[config.mk]
export PLATFORM = sky130hd
export DESIGN_NAME = eq_gain_ctrl_flat
export DESIGN_NICKNAME = d
export VERILOG_FILES = /design/src/rtl/eq_pkg.sv /design/src/rtl/eq_gain_ctrl_if.sv /design/src/rtl/eq_gain_lane.sv /design/src/rtl/eq_gain_ctrl.sv /design/src/flat_wrapper.sv
export SDC_FILE = /design/constraint.sdc
export NUM_CORES = 1
export LEC_CHECK = 0
export BUFFER_PORTS_ARGS = -buffer_cell sky130_fd_sc_hd__buf_4
export CELL_PAD_IN_SITES_DETAIL_PLACEMENT = 2
export CELL_PAD_IN_SITES_GLOBAL_PLACEMENT = 2
export CORE_MARGIN = 4
export CORE_UTILIZATION = 30
export CTS_CLUSTER_DIAMETER = 100
export CTS_CLUSTER_SIZE = 10
export DETAILED_ROUTE_END_ITERATION = 12
export HOLD_SLACK_MARGIN = 0.02
export PLACE_DENSITY_LB_ADDON = 0.1
export SLEW_MARGIN = 20
export SYNTH_ARGS = -nofsm -noshare
export SYNTH_HDL_FRONTEND = slang
export SYNTH_SLANG_ARGS = --single-unit
[constraint.sdc]
create_clock -name clk -period 4.3 [get_ports clk]
set_input_delay 0.86 -clock clk [delete_from_list [all_inputs] [get_ports clk]]
set_output_delay 0.86 -clock clk [all_outputs]
set_load 0.02 [all_outputs]
[src/rtl/eq_pkg.sv]
// Shared types and constants for the equalizer gain controller and its lanes.
package eq_pkg;

    localparam int NUM_BANDS  = 8;
    localparam int GAIN_W     = 8;
    localparam int GAIN_UNITY = 1;

    // One spare bit beyond what NUM_BANDS needs, so out-of-range indices
    // (8..15) reach the controller and can be flagged instead of aliasing.
    localparam int BAND_W     = $clog2(NUM_BANDS) + 1;

    typedef logic signed [GAIN_W-1:0] gain_t;
    typedef logic [BAND_W-1:0]        band_idx_t;
    typedef gain_t [NUM_BANDS-1:0]    gain_vec_t;

    localparam band_idx_t BAND_LIMIT = band_idx_t'(NUM_BANDS);

    typedef enum logic {
        ST_IDLE,
        ST_COMMIT
    } wr_state_t;

    // Move one LSB toward the target; never overshoots, so no saturation needed.
    function automatic gain_t step_toward(input gain_t cur, input gain_t tgt);
        gain_t res;
        res = cur;
        if (cur < tgt) begin
            res = cur + gain_t'(1);
        end else if (cur > tgt) begin
            res = cur - gain_t'(1);
        end
        return res;
    endfunction

endpackage

[src/rtl/eq_gain_ctrl_if.sv]
// Gain write port: valid/ready handshake carrying band, gain and snap flag.
interface eq_gain_ctrl_if;
    import eq_pkg::*;

    logic      wr_valid;
    logic      wr_ready;
    band_idx_t wr_band;
    gain_t     wr_gain;
    logic      wr_snap;

    modport master (
        output wr_valid,
        output wr_band,
        output wr_gain,
        output wr_snap,
        input  wr_ready
    );

    modport slave (
        input  wr_valid,
        input  wr_band,
        input  wr_gain,
        input  wr_snap,
        output wr_ready
    );

endinterface

[src/rtl/eq_gain_lane.sv]
// One equalizer band: target and applied gain, +/-1 ramp step, snap load,
// plus registered "still ramping" and "applied gain just changed" flags.
module eq_gain_lane
    import eq_pkg::*;
#(
    parameter gain_t GAIN_RESET = gain_t'(GAIN_UNITY)
) (
    input  logic  clk,
    input  logic  rst_n,
    input  logic  step,
    input  logic  wr_en,
    input  logic  snap,
    input  gain_t wr_gain,
    output gain_t cur,
    output logic  ramping,
    output logic  changed
);

    gain_t tgt;
    gain_t tgt_next;
    gain_t cur_next;

    // Next-state: a commit retargets; a snap overrides any coincident step,
    // and a step always chases the target as it was before this cycle's commit.
    always_comb begin
        tgt_next = tgt;
        cur_next = cur;
        if (wr_en) begin
            tgt_next = wr_gain;
        end
        if (wr_en && snap) begin
            cur_next = wr_gain;
        end else if (step) begin
            cur_next = step_toward(cur, tgt);
        end
    end

    // Gain registers and the flags derived from their next values.
    always_ff @(posedge clk) begin
        if (!rst_n) begin
            tgt     <= GAIN_RESET;
            cur     <= GAIN_RESET;
            ramping <= 1'b0;
            changed <= 1'b0;
        end else begin
            tgt     <= tgt_next;
            cur     <= cur_next;
            ramping <= (cur_next != tgt_next);
            changed <= (cur_next != cur);
        end
    end

endmodule

[src/rtl/eq_gain_ctrl.sv]
// Gain configuration and ramp controller for the 8-band equalizer.
// Writes land in a one-entry buffer and commit on the following cycle;
// applied gains step toward their targets only on ramp-step sample ticks.
module eq_gain_ctrl
    import eq_pkg::*;
#(
    parameter int    RAMP_DIV   = 1,
    parameter gain_t GAIN_RESET = gain_t'(GAIN_UNITY)
) (
    input  logic          clk,
    input  logic          rst_n,
    input  logic          sample_tick,
    eq_gain_ctrl_if.slave wr,
    output gain_vec_t     g,
    output logic          g_update,
    output logic          busy,
    output logic          wr_err
);

    localparam logic [7:0] DIV_LAST = 8'(RAMP_DIV - 1);

    wr_state_t  state;
    logic       ready_q;
    band_idx_t  pend_band;
    gain_t      pend_gain;
    logic       pend_snap;

    logic [7:0] div;
    logic       step;
    logic       commit;
    logic       commit_ok;

    logic [NUM_BANDS-1:0] lane_ramping;
    logic [NUM_BANDS-1:0] lane_changed;

    assign wr.wr_ready = ready_q;
    assign commit      = (state == ST_COMMIT);
    assign commit_ok   = commit && (pend_band < BAND_LIMIT);
    assign step        = sample_tick && (div == DIV_LAST);

    // Write FSM: accept into the buffer in IDLE, apply it in COMMIT; ready is
    // held low through reset and raised on the first clock after release.
    always_ff @(posedge clk) begin
        if (!rst_n) begin
            state     <= ST_IDLE;
            ready_q   <= 1'b0;
            pend_band <= '0;
            pend_gain <= '0;
            pend_snap <= 1'b0;
            wr_err    <= 1'b0;
        end else begin
            case (state)
                ST_IDLE: begin
                    wr_err <= 1'b0;
                    if (ready_q && wr.wr_valid) begin
                        pend_band <= wr.wr_band;
                        pend_gain <= wr.wr_gain;
                        pend_snap <= wr.wr_snap;
                        wr_err    <= (wr.wr_band >= BAND_LIMIT);
                        ready_q   <= 1'b0;
                        state     <= ST_COMMIT;
                    end else begin
                        ready_q <= 1'b1;
                    end
                end
                ST_COMMIT: begin
                    wr_err  <= 1'b0;
                    ready_q <= 1'b1;
                    state   <= ST_IDLE;
                end
                default: begin
                    wr_err  <= 1'b0;
                    ready_q <= 1'b0;
                    state   <= ST_IDLE;
                end
            endcase
        end
    end

    // Ramp divider: counts sample ticks and wraps on the tick that steps.
    always_ff @(posedge clk) begin
        if (!rst_n) begin
            div <= '0;
        end else if (sample_tick) begin
            div <= step ? 8'd0 : div + 8'd1;
        end
    end

    for (genvar b = 0; b < NUM_BANDS; b++) begin : g_lane
        eq_gain_lane #(
            .GAIN_RESET (GAIN_RESET)
        ) u_lane (
            .clk     (clk),
            .rst_n   (rst_n),
            .step    (step),
            .wr_en   (commit_ok && (pend_band == band_idx_t'(b))),
            .snap    (pend_snap),
            .wr_gain (pend_gain),
            .cur     (g[b]),
            .ramping (lane_ramping[b]),
            .changed (lane_changed[b])
        );
    end

    assign busy     = commit || (|lane_ramping);
    assign g_update = |lane_changed;

endmodule

[src/flat_wrapper.sv]
// flat-port wrapper written by rule: the top's interface ports become plain ports
module eq_gain_ctrl_flat import eq_pkg::*;
#(
    parameter int    RAMP_DIV   = 1,
    parameter gain_t GAIN_RESET = gain_t'(GAIN_UNITY)
)
  (clk, rst_n, sample_tick, g, g_update, busy, wr_err, wr_wr_valid, wr_wr_band, wr_wr_gain, wr_wr_snap, wr_wr_ready);
  eq_gain_ctrl_if wr_i ();
  input  logic clk;
  input  logic rst_n;
  input  logic sample_tick;
  output gain_vec_t g;
  output logic g_update;
  output logic busy;
  output logic wr_err;
  input wire logic [$bits(wr_i.wr_valid)-1:0] wr_wr_valid;
  input wire logic [$bits(wr_i.wr_band)-1:0] wr_wr_band;
  input wire logic [$bits(wr_i.wr_gain)-1:0] wr_wr_gain;
  input wire logic [$bits(wr_i.wr_snap)-1:0] wr_wr_snap;
  output wire logic [$bits(wr_i.wr_ready)-1:0] wr_wr_ready;
  assign wr_i.wr_valid = wr_wr_valid;
  assign wr_i.wr_band = wr_wr_band;
  assign wr_i.wr_gain = wr_wr_gain;
  assign wr_i.wr_snap = wr_wr_snap;
  assign wr_wr_ready = wr_i.wr_ready;
  eq_gain_ctrl #(.RAMP_DIV(RAMP_DIV), .GAIN_RESET(GAIN_RESET)) u_core (.clk(clk), .rst_n(rst_n), .sample_tick(sample_tick), .wr(wr_i), .g(g), .g_update(g_update), .busy(busy), .wr_err(wr_err));
endmodule
**After elaboration in Yosys (flattened, before gate mapping)**

Index checks and enable logic that the tools add are counted.

- Input port bits: 17
- Flip-flop bits (word level): 168
- Output and inout port bits: 68

- Bitwise logic cells: 1
- Eq/ne operators: 23
- Magnitude comparators: 18
- Multiplexer cells: 47
- Reductions and logical operators: 25
- $add $sub $neg: 17

Operators by type and width:

| cell | count |
|---|---|
| 2-to-1 mux 8 bit | 41 |
| inequality test 8 bit | 16 |
| adder 8 x 2 -> 8 bit (second input constant) | 8 |
| > comparator 8 bit | 8 |
| less-than comparator 8 bit | 8 |
| subtractor 8 x 2 -> 8 bit (second input constant) | 8 |
| logical AND 1 bit | 19 |
| == test 4 x 3 -> 1 bit (second input constant) | 4 |
| OR reduction 8 bit | 2 |
| adder 8 x 1 -> 8 bit (second input constant) | 1 |
| == test 4 x 2 -> 1 bit (second input constant) | 2 |
| zero test 8 bit | 1 |
| one-hot mux 1 bit (2 select lines) | 3 |
| == test 4 x 1 -> 1 bit (second input constant) | 1 |
| greater-or-equal comparator 4 bit (second input constant) | 1 |
| zero test 4 bit | 1 |
| less-than comparator 4 bit (second input constant) | 1 |
| 2-to-1 mux 1 bit | 3 |
| AND reduction 2 bit | 1 |
| logical OR 1 bit | 1 |
| inverter 1 bit | 1 |

**Depth between registers and ports, before layout**

Gate-level depths: netlist (run 1).

- Depth after elaboration: 6
- Mapped depth: 15
- Mapped depth without buffers: 12

**By module**

Synthesis (run 1) repeated with hierarchy kept, for this count alone.

- Cell total of the unflattened synthesis: 1654
- Area, all modules: 14127.3 µm²

By module, submodules not included:

| module | area an instance (µm²) | instances | cells an instance | sequential area each (µm²) |
|---|---|---|---|---|
| eq_gain_lane at u_core.g_lane[1].u_lane ... | 1650.3 | 6 | 193 | 360.3 |
| eq_gain_lane at u_core.g_lane[7].u_lane | 1666.6 | 1 | 206 | 360.3 |
| eq_gain_lane at u_core.g_lane[0].u_lane | 1554.0 | 1 | 190 | 360.3 |
| eq_gain_ctrl | 1004.7 | 1 | 100 | 480.5 |

**Least setup slack after synthesis (run 1)**

OpenSTA, ideal clock, no wires.

- Path kind: input-to-reg
- Start: input port sample_tick
- End: register u_core.g_lane[2].u_lane.ramping
- Arrival time: 3.429 ns
- Path buffers: 1
- Path slack: 0.733 ns
- Required time: 4.162 ns
- Stages: 11
- Cell sequence: buf_2 -> or4b_1 -> or2_4 -> or3_1 -> a21o_1 -> o32a_1 -> xor2_1 -> xnor2_1 -> or4_1 -> o311ai_0 -> a41oi_1

- Word-level cells in the longest chain between the ends: 4

Ends and longest elaborated chain:

| what | RTL line | source |
|---|---|---|
| from (decl) | flat_wrapper.sv:11 | `input logic sample_tick;` |
| logical AND 1 bit | eq_gain_ctrl.sv:39 | `assign step = sample_tick && (div == DIV_LAST);` |
| 2-to-1 mux 8 bit | eq_gain_lane.sv:33 | `end else if (step) begin` |
| 2-to-1 mux 8 bit | eq_gain_lane.sv:31 | `if (wr_en && snap) begin` |
| inequality test 8 bit | eq_gain_lane.sv:48 | `ramping <= (cur_next != tgt_next);` |
| to (signal assigned) | eq_gain_lane.sv:48 |  |
| to (decl) | eq_gain_lane.sv:15 | `output logic ramping,` |

Every way passes these cells.
A chain may end at the register's enable or synchronous reset.

**Worst setup path in the final report (run 1)**

- Start: register u_core.g_lane[1].u_lane.tgt[7]
- End: register u_core.g_lane[1].u_lane.ramping

- Word-level cells in the longest chain between the ends: 6
- Elaborated cells on any way between the ends: 8
- Classes of those cells: order compare (2); eq/ne (1); mux (5)

Ends and longest elaborated chain:

| what | RTL line | source |
|---|---|---|
| from (decl) | eq_gain_lane.sv:19 | `gain_t tgt;` |
| from (signal assigned) | eq_gain_lane.sv:46 | `tgt <= tgt_next;` |
| > comparator 8 bit | eq_pkg.sv:29 | `end else if (cur > tgt) begin` |
| 2-to-1 mux 8 bit | eq_pkg.sv:29 |  |
| 2-to-1 mux 8 bit | eq_pkg.sv:27 | `if (cur < tgt) begin` |
| 2-to-1 mux 8 bit | eq_gain_lane.sv:33 |  |
| 2-to-1 mux 8 bit | eq_gain_lane.sv:31 |  |
| inequality test 8 bit * | eq_gain_lane.sv:48 |  |
| to (signal assigned) | eq_gain_lane.sv:48 |  |
| to (decl) | eq_gain_lane.sv:15 |  |

Every way passes the cells marked *; elsewhere a longest branch is shown, timed or not.

==> results of run 1 <==
final cells by class:
| class | count | area, um^2 |
|---|---|---|
| fill | 4898 | 27400 |
| multi-input combinational | 1336 | 8840 |
| sequential | 168 | 3370 |
| timing repair buffer | 140 | 1080 |
| tap | 577 | 722 |
| clock buffer | 22 | 484 |
| inverter | 89 | 337 |
| clock inverter | 9 | 115 |
cell families after synthesis:
family / share of synthesized area, %
flip-flops: 25.9
AO/OA/AOI/OAI: 17.2
adder cells (fa/ha/maj): 7.91
buffers and inverters: 6.15
XOR/XNOR: 15.0
multiplexers: 3.42
AND/OR/NAND/NOR: 24.5
cell usage in the layout, fill, tap and decap left out, drive strengths merged, types with 13 or more instances in the layout:
cell    synthesis  layout
and2           16      16
nand2         233     233
nor4           26      26
nor3           43      43
a22o           15      15
o21ai          55      55
xor2           68      68
xnor2         145     145
clkbuf         97      22
inv            89      91
a31oi          18      18
nand4          41      41
o211ai         13      13
mux2i          41      41
a21oi         116     116
nand3          49      49
buf            22     140
dfxtp         168     168
nand2b         17      17
ha             82      82
and3           13      13
nor2          131     131
a211oi         32      32
or3            18      18
worst min-delay path, delay by kind of cell, from the launching register on:
family	cells	cell delay (ps)
compound gates	1	50
flops	1	310
simple gates	1	50
power groups by stage:
stage          registers [mW]  logic [mW]  clock network [mW]
2_1_floorplan            1.97        2.53                   0
3_3_place_gp             1.98        3.54                   0
3_5_place_dp             1.98        3.62                   0
4_1_cts                  1.95        3.65                1.70
5_1_grt                  1.97        4.04                1.76
6_report                 1.94        3.64                1.64
worst max-delay path by stage:
| stage | from | to | cells past startpoint |
|---|---|---|---|
| after global routing | u_core.g_lane[1].u_lane.cur[5]$_SDFF_PN0_ | u_core.g_lane[1].u_lane.ramping$_SDFF_PN0_ | 11 |
| after global placement | sample_tick | u_core.g_lane[4].u_lane.ramping$_SDFF_PN0_ | 10 |
| after floorplan | sample_tick | u_core.g_lane[2].u_lane.ramping$_SDFF_PN0_ | 11 |
| after CTS | u_core.g_lane[1].u_lane.cur[5]$_SDFF_PN0_ | u_core.g_lane[1].u_lane.ramping$_SDFF_PN0_ | 11 |
| after detailed placement | sample_tick | u_core.g_lane[7].u_lane.ramping$_SDFF_PN0_ | 13 |
| final | u_core.g_lane[1].u_lane.tgt[7]$_SDFF_PN0_ | u_core.g_lane[1].u_lane.ramping$_SDFF_PN0_ | 12 |
synth_stat cells (all sizes together) (4+ instances only):
cell type / instances / share of area (%)
or4: 9 / 0.52
o2111ai: 6 / 0.41
a21oi: 116 / 4.5
a41oi: 4 / 0.27
and3: 13 / 0.63
a22o: 15 / 1.0
or2: 12 / 0.60
o41ai: 5 / 0.34
nand3b: 6 / 0.35
o21ai: 55 / 2.1
and2: 16 / 0.77
mux2i: 41 / 3.2
clkbuf: 97 / 2.8
o31ai: 8 / 0.57
xnor2: 145 / 9.8
a21o: 8 / 0.46
a31oi: 18 / 0.87
dfxtp: 168 / 26
or3: 18 / 0.87
inv: 89 / 2.6
o21a: 4 / 0.23
nor4: 26 / 1.4
a311oi: 6 / 0.41
nor3: 43 / 1.7
nor2: 131 / 3.8
o211ai: 13 / 0.75
nand4: 41 / 2.0
nand2b: 17 / 0.82
nor2b: 12 / 0.58
a211oi: 32 / 1.9
ha: 82 / 7.9
nand2: 233 / 6.7
nand3: 49 / 1.9
a22oi: 4 / 0.23
nand4b: 4 / 0.27
xor2: 68 / 4.6
and4: 9 / 0.61
or3b: 4 / 0.27
o32ai: 4 / 0.27
buf: 22 / 0.77
a2111oi: 4 / 0.27
o311ai: 7 / 0.47
registers in the layout, summed over array words and instances, names as in the netlist:
register	flops
u_core.g_lane.u_lane.changed	8
u_core.g_lane.u_lane.tgt	64
u_core.g_lane.u_lane.ramping	8
u_core.commit	1
u_core.pend_band	4
u_core.pend_gain	8
u_core.wr_err	1
u_core.div	8
u_core.pend_snap	1
u_core.wr.wr_ready	1
u_core.g_lane.u_lane.cur	64
routing by layer:
| layer | track usage (%) | vias up | routed length, um |
|---|---|---|---|
| li1 | - | 6064 | - |
| met1 | 29.5 | 6447 | 24800 |
| met2 | 38.9 | 164 | 25500 |
| met3 | 3.60 | 39 | 1670 |
| met4 | 5.27 | 0 | 740 |
| met5 | 0 | - | 0 |
==> out/qor.txt, run 1 <==
Die Y: 216 um
Critical Path Max Stage Delay: 740 ps
Critical Path RT: 4640 ps
WP buf/inv: 1
VDD IR max: 0.248 mV
Port bufs: 84
Core ar.: 42300 um^2
Via count: 12700
CP max FO: 11
PostCTS Resize Cnt: 0
Post-synthesis sequential area ratio: 25.9%
Int Power: 4.11 mW
Syn_nets: 1811
ANT nets after route: 0
Critical path launch point type: flop
Iteration-0 DRC Markers: 593
Drt wl/cell: 22.5 um
Clock Power Share: 22.7%
Crit Reg-Reg Endpoint: u_core.g_lane[1].u_lane.ramping$_SDFF_PN0_
DR pass1 iterations: 5
# rows: 75
Flops & latches, synth: 168
Worst-Skew Late Latency: 480 ps
Period Utilization, post-route: 88.7%
Worst slack at placement: 283 ps
Share of layout cells above drive strength 1: 11.6%
Die width: 216 um
I/O pins: 85
Hold wc startpoint: u_core.g_lane[6].u_lane.tgt[7]$_SDFF_PN0_
Tot GR Track Use: 22.5%
Delay-heaviest family, CP: compound AO/OA/AOI/OAI gates
Placed Area: 14300 um^2
Finished Core Util: 35.3%
Max Slew Vio Count: 0
Final Cell Area: 14900 um^2
Nets@finish: 1851
Critical R2R Launch: u_core.g_lane[1].u_lane.tgt[7]$_SDFF_PN0_
Synth Area per Inst: 7.58 um^2
Drt total wl: 52700 um
Worst min path class: flop to flop
Starting Density: 30.7%
CTS tree: built
Slew margin rel.: 29.8%
GP Congestion: 0.856
Comb pwr share: 50.4%
# placed instances: 2310
CTS H-tree lvls: 4
R2R cell count: 12
Setup Buffers After CTS: 0
DRC Markers: 0
Hold slack final: 451 ps
Post-route insts no fill: 2341
Max Cap Viol: 0
Worst Path Arrival: 4150 ps
Final hold vios: 0
Crit-path cells: inv_1 > ha_1 > and4_1 > o211ai_1 > a41oi_1 > nand3_1 > or3_1 > o21ai_1 > xor2_1 > xnor2_1 > o41ai_1 > a31oi_1
Post-synth cell types: 78
Max Freq: 262 MHz
EDFF count, synth: 0
Total grt overflow: 0
Slowest stage cell, crit path: a41oi_1
Inserted Clock Buffers: 17
Hold-fix buffer count after cts: 0
Number of global-route vias before repair: 13800
Cell count of the worst hold path: 2
Period minus WS final: 3810 ps
Pin count of the biggest net entering global routing: 51
Sw frac: 43.1%
NetSw: 3.11 mW
Post-Synthesis Cells: 1712
Maximum root-to-sink buffer count: 2
CTS sink cnt: 168
Clock-pin slew on the worst setup and hold paths: 70 ps
WHS Endpoint: u_core.g_lane[6].u_lane.tgt[7]$_SDFF_PN0_
RSZ-0062 raised after global routing: no
Worst Tran Pin Value: 1050 ps
Post-DP HPWL: 38700 um
Power, Total: 7.23 mW
Status: completed
Number of diodes: 0
Sequential power share: 26.9%
Ys async rst share: 0%
Antenna violations before repair: 0
Warnings, synthesis: 0
Setup TNS: 0 ps
Top_reg_cell synth: dfxtp_1
First-pass GRT wire length: 82800 um
PwrDens: 484 nW/um^2
Layout area overhead: 15.2%
Setup ws final: 488 ps
Final setup fails: 0
Clock skew: 9.10 ps
Worst Setup Path Type: flop to flop
Static Leak: 5.80 nW
Reg2Reg Setup Slack: 490 ps
Vias/cell: 5.43
Clock root cell: clkbuf_16
Cell Area, Synth: 13000 um^2
Die Area: 46600 um^2
Crit end category: flop
No activity file was read; power rests on OpenSTA's default activity.
==> run 2: changes to the inputs <==
--- a/config.mk
+++ b/config.mk
@@ -14,8 +14,9 @@
 export CTS_CLUSTER_SIZE = 10
 export DETAILED_ROUTE_END_ITERATION = 12
 export HOLD_SLACK_MARGIN = 0.02
-export PLACE_DENSITY_LB_ADDON = 0.1
+export PLACE_DENSITY_LB_ADDON = 0.3
 export SLEW_MARGIN = 20
 export SYNTH_ARGS = -nofsm -noshare
 export SYNTH_HDL_FRONTEND = slang
+export SYNTH_HIERARCHICAL = 1
 export SYNTH_SLANG_ARGS = --single-unit
==> run 2 against run 1 <==
  * Core utilization decreased by 0.68 points
  * Clock power about the same
  * Combinational power increased by 17%
==> out/qor.txt, run 2 <==
First-pass GRT wire length: 79500 um
Die width: 225 um
Top cells by area, synth: dfxtp_1, xnor2_1, ha_1
Largest family of logic cells by synthesized area: simple AND/OR/NAND/NOR gates
Final hold vios: 0
CP max FO: 50
Comb pwr share: 53.8%
Post-Synthesis Cells: 1654
Hold-fix buffer count after cts: 0
ANT nets after route: 0
Critical path launch point type: flop
Synth area leader: dfxtp_1
DRC Markers: 0
I/O pins: 85
XOR/XNOR Fraction of Synth Area: 14.5%
Cell count of the worst hold path: 2
Synth Area in Simple Gates: 22.5%
Compound-Gate Fraction of Synth Area: 20.4%
Cell Area, Synth: 14100 um^2
Sequential power share: 25.2%
Clock-pin slew on the worst setup and hold paths: 70 ps
Capture point of the critical path: u_core/g_lane[0].u_lane/ramping$_SDFF_PN0_
Total grt overflow: 0
Core ar.: 46600 um^2
Share of the synthesized area in the top cell type: 23.8%
Warnings, synthesis: 6
Slew margin rel.: 32.6%
WP buf/inv: 2
Inserted Clock Buffers: 17
Crit Reg-Reg Endpoint: u_core/g_lane[0].u_lane/ramping$_SDFF_PN0_
Crit-path cells: inv_1 > ha_1 > or4b_4 > nor2_4 > buf_12 > nand2b_1 > o311ai_0 > o32a_1 > o2111ai_1 > a2111oi_4 > a41oi_2
GP Congestion: 0.808
Max Freq: 285 MHz
Iteration-0 DRC Markers: 678
Post-synth cell types: 93
Post-DP HPWL: 36500 um
Maximum root-to-sink buffer count: 2
Static Leak: 6.06 nW
Drt total wl: 49900 um
NetSw: 3.48 mW
Post-synthesis sequential area ratio: 23.8%
Post-Synth Adder-Cell Area: 7.26%
Clock skew: 15.4 ps
Layout area overhead: 14.1%
Number of diodes: 0
Period Utilization, post-route: 81.7%
Post-synthesis mux area share: 6.54%
Critical Path RT: 4610 ps
Max Cap Viol: 0
Critical R2R Launch: u_core/div[0]$_SDFFE_PN0P_
Hold wc startpoint: u_core/g_lane[4].u_lane/tgt[3]$_SDFF_PN0_
Worst setup path startpoint: u_core/div[0]$_SDFFE_PN0P_
Largest regs: u_core/g_lane.u_lane/cur (64), u_core/g_lane.u_lane/tgt (64)
Antenna violations before repair: 0
Met1 Use GR: 27.0%
Global route hottest layer: met2
Fillcell total: 5229
Share of layout cells above drive strength 1: 16.6%
Synth top cells by count: dfxtp_1, nor2_1, xnor2_1
PwrDens: 491 nW/um^2
# rows: 79
Most frequent cell after synthesis: dfxtp_1
Vias/cell: 5.48
EDFF count, synth: 0
Grt met2 use: 33.1%
CTS H-tree lvls: 4
Number of global-route vias before repair: 13700
Crit end category: flop
Critical path depth: 11
Met3 GRT Util: 3.01%
Worst Tran Pin Value: 1010 ps
Final setup fails: 0
Leading cell type in the layout, fill and taps excluded: nor2_1
CTS sink cnt: 168
Critical Path Max Stage Delay: 660 ps
Setup Buffers After CTS: 0
Reg area: 3370 um^2
RSZ-0062 raised after global routing: no
Tot GR Track Use: 19.6%
Status: completed
Worst min path class: flop to flop
Worst-Skew Late Latency: 460 ps
Top_reg_cell synth: dfxtp_1
Delay-heaviest family, CP: compound AO/OA/AOI/OAI gates
DR pass1 iterations: 4
Reg2Reg Setup Slack: 790 ps
Worst Setup Path Type: flop to flop
Int Power: 4.43 mW
Max Slew Vio Count: 0
Clock Power Share: 21.0%
Worst Path Arrival: 3830 ps
Slowest stage cell, crit path: o311ai_0
Syn_nets: 1753
Period minus WS final: 3510 ps
Die Y: 225 um
R2R cell count: 11
Multi-input gate area: 10100 um^2
Setup TNS: 0 ps
CTS tree: built
Flops & latches, synth: 168
Nets@finish: 1815
Ys async rst share: 0%
Port bufs: 84
VDD IR max: 0.259 mV
Pin count of the biggest net entering global routing: 55
Sw frac: 44.0%
Starting Density: 30.3%
Synth Area per Inst: 8.54 um^2
Die Area: 50600 um^2
Commonest cells after routing, fill and taps aside: nor2_1, dfxtp_1, xnor2_1, buf_4, nand2_1
Clock root cell: clkbuf_16
Finished Core Util: 34.6%
Hold slack final: 500 ps
PostCTS Resize Cnt: 0
Drt wl/cell: 21.4 um
Via count: 12800
## run 2: cell types whose count changed after synthesis, sizes merged, moves of 15 or more
cell,before,now
mux2i,41,66
nand2,233,115
xnor2,145,130
mux2,3,21
nor2,131,180
a21oi,116,68
clkbuf,97,43
xor2,68,47
xnor3,3,18
## run 2: how the worst min path moves through the flow
stage,to
2_1_floorplan,u_core/g_lane[0].u_lane/tgt[1]$_SDFF_PN0_
3_3_place_gp,u_core/g_lane[6].u_lane/tgt[6]$_SDFF_PN0_
3_5_place_dp,u_core/g_lane[4].u_lane/tgt[3]$_SDFF_PN0_
4_1_cts,u_core/g_lane[4].u_lane/tgt[3]$_SDFF_PN0_
5_1_grt,u_core/g_lane[2].u_lane/tgt[3]$_SDFF_PN0_
6_report,u_core/g_lane[4].u_lane/tgt[3]$_SDFF_PN0_
## run 2: per-stage QoR
step | cell area [um^2] | std cells | worst slack [ps] | power [mW]
floorplan | 14100 | 1654 | 91.1 | 5.05
CTS | 16100 | 2336 | 767 | 7.97
global placement | 15500 | 2304 | 561 | 6.13
finish | 16100 | 2336 | 786 | 7.91
global route | 16100 | 2336 | 621 | 8.45
detailed placement | 15500 | 2304 | 451 | 6.25
## run 2: cell families after synthesis
kind of cell | count (synthesis)
fa+ha+maj | 82
mux | 87
compound gates | 355
flops | 168
xor+xnor | 195
buf+inv | 177
simple gates | 590
## run 2: routing by layer
layer	part of all wire, %	vias up
li1	-	6083
met1	49	6540
met2	48	146
met3	2.7	21
met4	0.71	0
met5	0	-
## run 2: power groups by stage
stage          Combinational [mW]  Sequential [mW]  Clock (mW)
2_1_floorplan                3.04             2.01           0
3_3_place_gp                 4.10             2.03           0
3_5_place_dp                 4.21             2.03           0
4_1_cts                      4.25             2.00        1.73
5_1_grt                      4.63             2.03        1.79
6_report                     4.26             1.99        1.66
## run 2: area by class of cell
| cell class | instances | area share (%) |
|---|---|---|
| Clock buffer | 20 | 2.77 |
| Clock inverter | 12 | 1.02 |
| Inverter | 102 | 2.38 |
| Multi-Input combinational cell | 1309 | 62.6 |
| Sequential cell | 168 | 20.9 |
| Tap cell | 607 | 4.71 |
| Timing Repair Buffer | 118 | 5.65 |
## run 2: tightest hold or removal path: stages, from the launching register on
cell	delay (ps)
dfxtp_1	330
mux2i_1	70
nor2_1	70
==> run 3: changes to the inputs <==
==> constraint.sdc (replaced) <==
create_clock -name clk -period 3.1 [get_ports clk]
set_input_delay 0.62 -clock clk [delete_from_list [all_inputs] [get_ports clk]]
set_output_delay 0.62 -clock clk [all_outputs]
set_load 0.02 [all_outputs]
==> run 3 against run 2 <==
  * Clock power increased by 31%
  * Clock-buffer cell count down 2
  * Critical path type unchanged
  * Register-to-register slack worse by 890 ps
  * Via count grew 7.5%
  * Die area unchanged
  * Cell count increased by 8.5%
  * Critical path depth is 2 higher
  * Clock skew down 1.1 ps
  * Core utilization up 4.1 points
  * First-iteration DRC count down 24%
  * Largest power group unchanged
  * The flow now finishes with violations (negative setup slack)
==> out/qor.txt, run 3 (synthesis results as in run 2) <==
Status: finished, violations left
Failing checks: negative setup slack
Worst Path Arrival: 3540 ps
Vias/cell: 5.43
Hold wc startpoint: wr_wr_gain[7]
Share of layout cells above drive strength 1: 28.2%
Hold-fix buffer count after cts: 0
Number of diodes: 0
Die Area: 50600 um^2
# rows: 79
Largest regs: u_core/g_lane.u_lane/cur (64), u_core/g_lane.u_lane/tgt (64)
Via count: 13800
Clock skew: 14.3 ps
Leading cell type in the layout, fill and taps excluded: buf_4
Starting Density: 30.3%
Finished Core Util: 38.7%
Max Slew Vio Count: 0
Die Y: 225 um
Clock root cell: clkbuf_16
Commonest cells after routing, fill and taps aside: buf_4, nor2_1, dfxtp_1, nand2_1, xnor2_1
Max Freq: 312 MHz
WHS Endpoint: u_core/pend_gain[7]$_SDFFE_PN0P_
Critical R2R Launch: u_core/div[0]$_SDFFE_PN0P_
DRC Markers: 0
Drt total wl: 56400 um
Met3 GRT Util: 3.73%
Pin count of the biggest net entering global routing: 37
Clock-pin slew on the worst setup and hold paths: 70 ps
Drt wl/cell: 22.3 um
Critical path launch point type: flop
VDD IR max: 0.261 mV
Final hold vios: 0
PwrDens: 671 nW/um^2
Power, Total: 12.1 mW
Slew margin rel.: 31.2%
Max Cap Viol: 0
Grt met2 use: 36.7%
Period minus WS final: 3210 ps
Post-DP HPWL: 41400 um
GP Congestion: 0.844
DR pass1 iterations: 5
Worst Setup Path Type: flop to flop
CTS tree: built
CTS H-tree lvls: 4
Number of global-route vias before repair: 15200
Static Leak: 7.20 nW
Period Utilization, post-route: 103%
Fillcell total: 5116
Antenna violations before repair: 1
CTS sink cnt: 168
I/O pins: 85
Iteration-0 DRC Markers: 513
Final setup fails: 5
Global route hottest layer: met2
Met1 Use GR: 28.1%
Worst min path class: input port to flop
Core ar.: 46600 um^2
Crit end category: flop
RSZ-0062 raised after global routing: yes
Tot GR Track Use: 21.6%
Hold slack final: 343 ps
Reg2Reg Setup Slack: -110 ps
Die width: 225 um
Total grt overflow: 0
ANT nets after route: 0
Nets@finish: 2013
Cell count of the worst hold path: 2
Critical Path RT: 3440 ps
Maximum root-to-sink buffer count: 2
Inserted Clock Buffers: 17
Port bufs: 84
Layout area overhead: 27.6%
Worst-Skew Late Latency: 490 ps
Setup ws final: -105 ps
Crit Reg-Reg Endpoint: u_core/g_lane[7].u_lane/ramping$_SDFF_PN0_
First-pass GRT wire length: 87100 um
R2R cell count: 13
CP max FO: 7
Worst Tran Pin Value: 1030 ps
-- run 3: changes by cell type in the layout (fill, tap and decap cells not counted), moves of 6 or more --
cell / change
xnor2_1: -7
nor4b_2: +6
nor3b_2: +6
nor4b_1: -6
buf_4: +187
buf_12: +7
nor3_1: -6
xnor2_2: +6
nor3b_1: -6
-- run 3: repair_timing --
item,4_1_cts,5_1_grt
gates cloned,0,1
setup buffers,11,14
gates resized for setup,15,54
pin swaps,13,34
endpoints found under the setup margin,9,17
-- run 3: area by class of cell --
type                    instances  area, um^2  share of cell area (%)
flip-flops and latches        168        3380                    18.7
repair buffers                316        2520                    14.0
clock buffers                  18         429                    2.38
inverters                     102         383                    2.12
clock inverters                14         136                   0.757
well taps                     607         759                    4.21
multi-input cells            1309       10400                    57.8
-- run 3: worst max-delay path by stage --
stage / slack [ps] / to / cells past startpoint / from
6_report: -110 / u_core/g_lane[7].u_lane/ramping$_SDFF_PN0_ / 13 / u_core/div[0]$_SDFFE_PN0P_
5_1_grt: -160 / u_core/g_lane[7].u_lane/ramping$_SDFF_PN0_ / 13 / u_core/div[0]$_SDFFE_PN0P_
4_1_cts: -50 / u_core/g_lane[5].u_lane/ramping$_SDFF_PN0_ / 14 / u_core/div[0]$_SDFFE_PN0P_
3_5_place_dp: -330 / u_core/g_lane[0].u_lane/ramping$_SDFF_PN0_ / 12 / sample_tick
3_3_place_gp: -240 / u_core/g_lane[7].u_lane/ramping$_SDFF_PN0_ / 11 / sample_tick
2_1_floorplan: -110 / u_core/g_lane[7].u_lane/ramping$_SDFF_PN0_ / 10 / sample_tick
-- run 3: per-layer routing --
layer | wire length [um] | vias to the layer above | share of wire (%)
met5 | 17 | - | 0.030
met4 | 1130 | 2 | 2.0
met3 | 1660 | 75 | 2.9
met2 | 27400 | 187 | 49
met1 | 26200 | 7015 | 46
li1 | - | 6473 | -
-- run 3: power by group --
group | internal, mW | total [mW] | switching, mW
logic | 3.34 | 7.40 | 4.05
clock network | 1.12 | 2.18 | 1.06
registers | 2.36 | 2.52 | 0.160
total | 6.83 | 12.1 | 5.27
-- run 3: through the flow --
step / worst slack, ps / TNS (ps) / std cells / instance area [um^2]
3_5_place_dp: -331 / -2040 / 2476 / 16900
6_report: -105 / -235 / 2534 / 18000
4_1_cts: -45.4 / -126 / 2519 / 17600
5_1_grt: -161 / -1080 / 2534 / 18000
3_3_place_gp: -242 / -1280 / 2476 / 16900
2_1_floorplan: -111 / -517 / 1654 / 14200
-- run 3: worst max-delay path, cell delays in order, from the launching register on --
cell and delay, ps:
dfxtp_2 330, inv_2 80, ha_4 130, or4b_4 480, nor2_4 140, buf_12 160, buf_6 100, nand4_1 130
or4_4 470, a211o_1 320, o2111ai_2 90, a31oi_1 110, nor4_1 340, a41oi_1 170
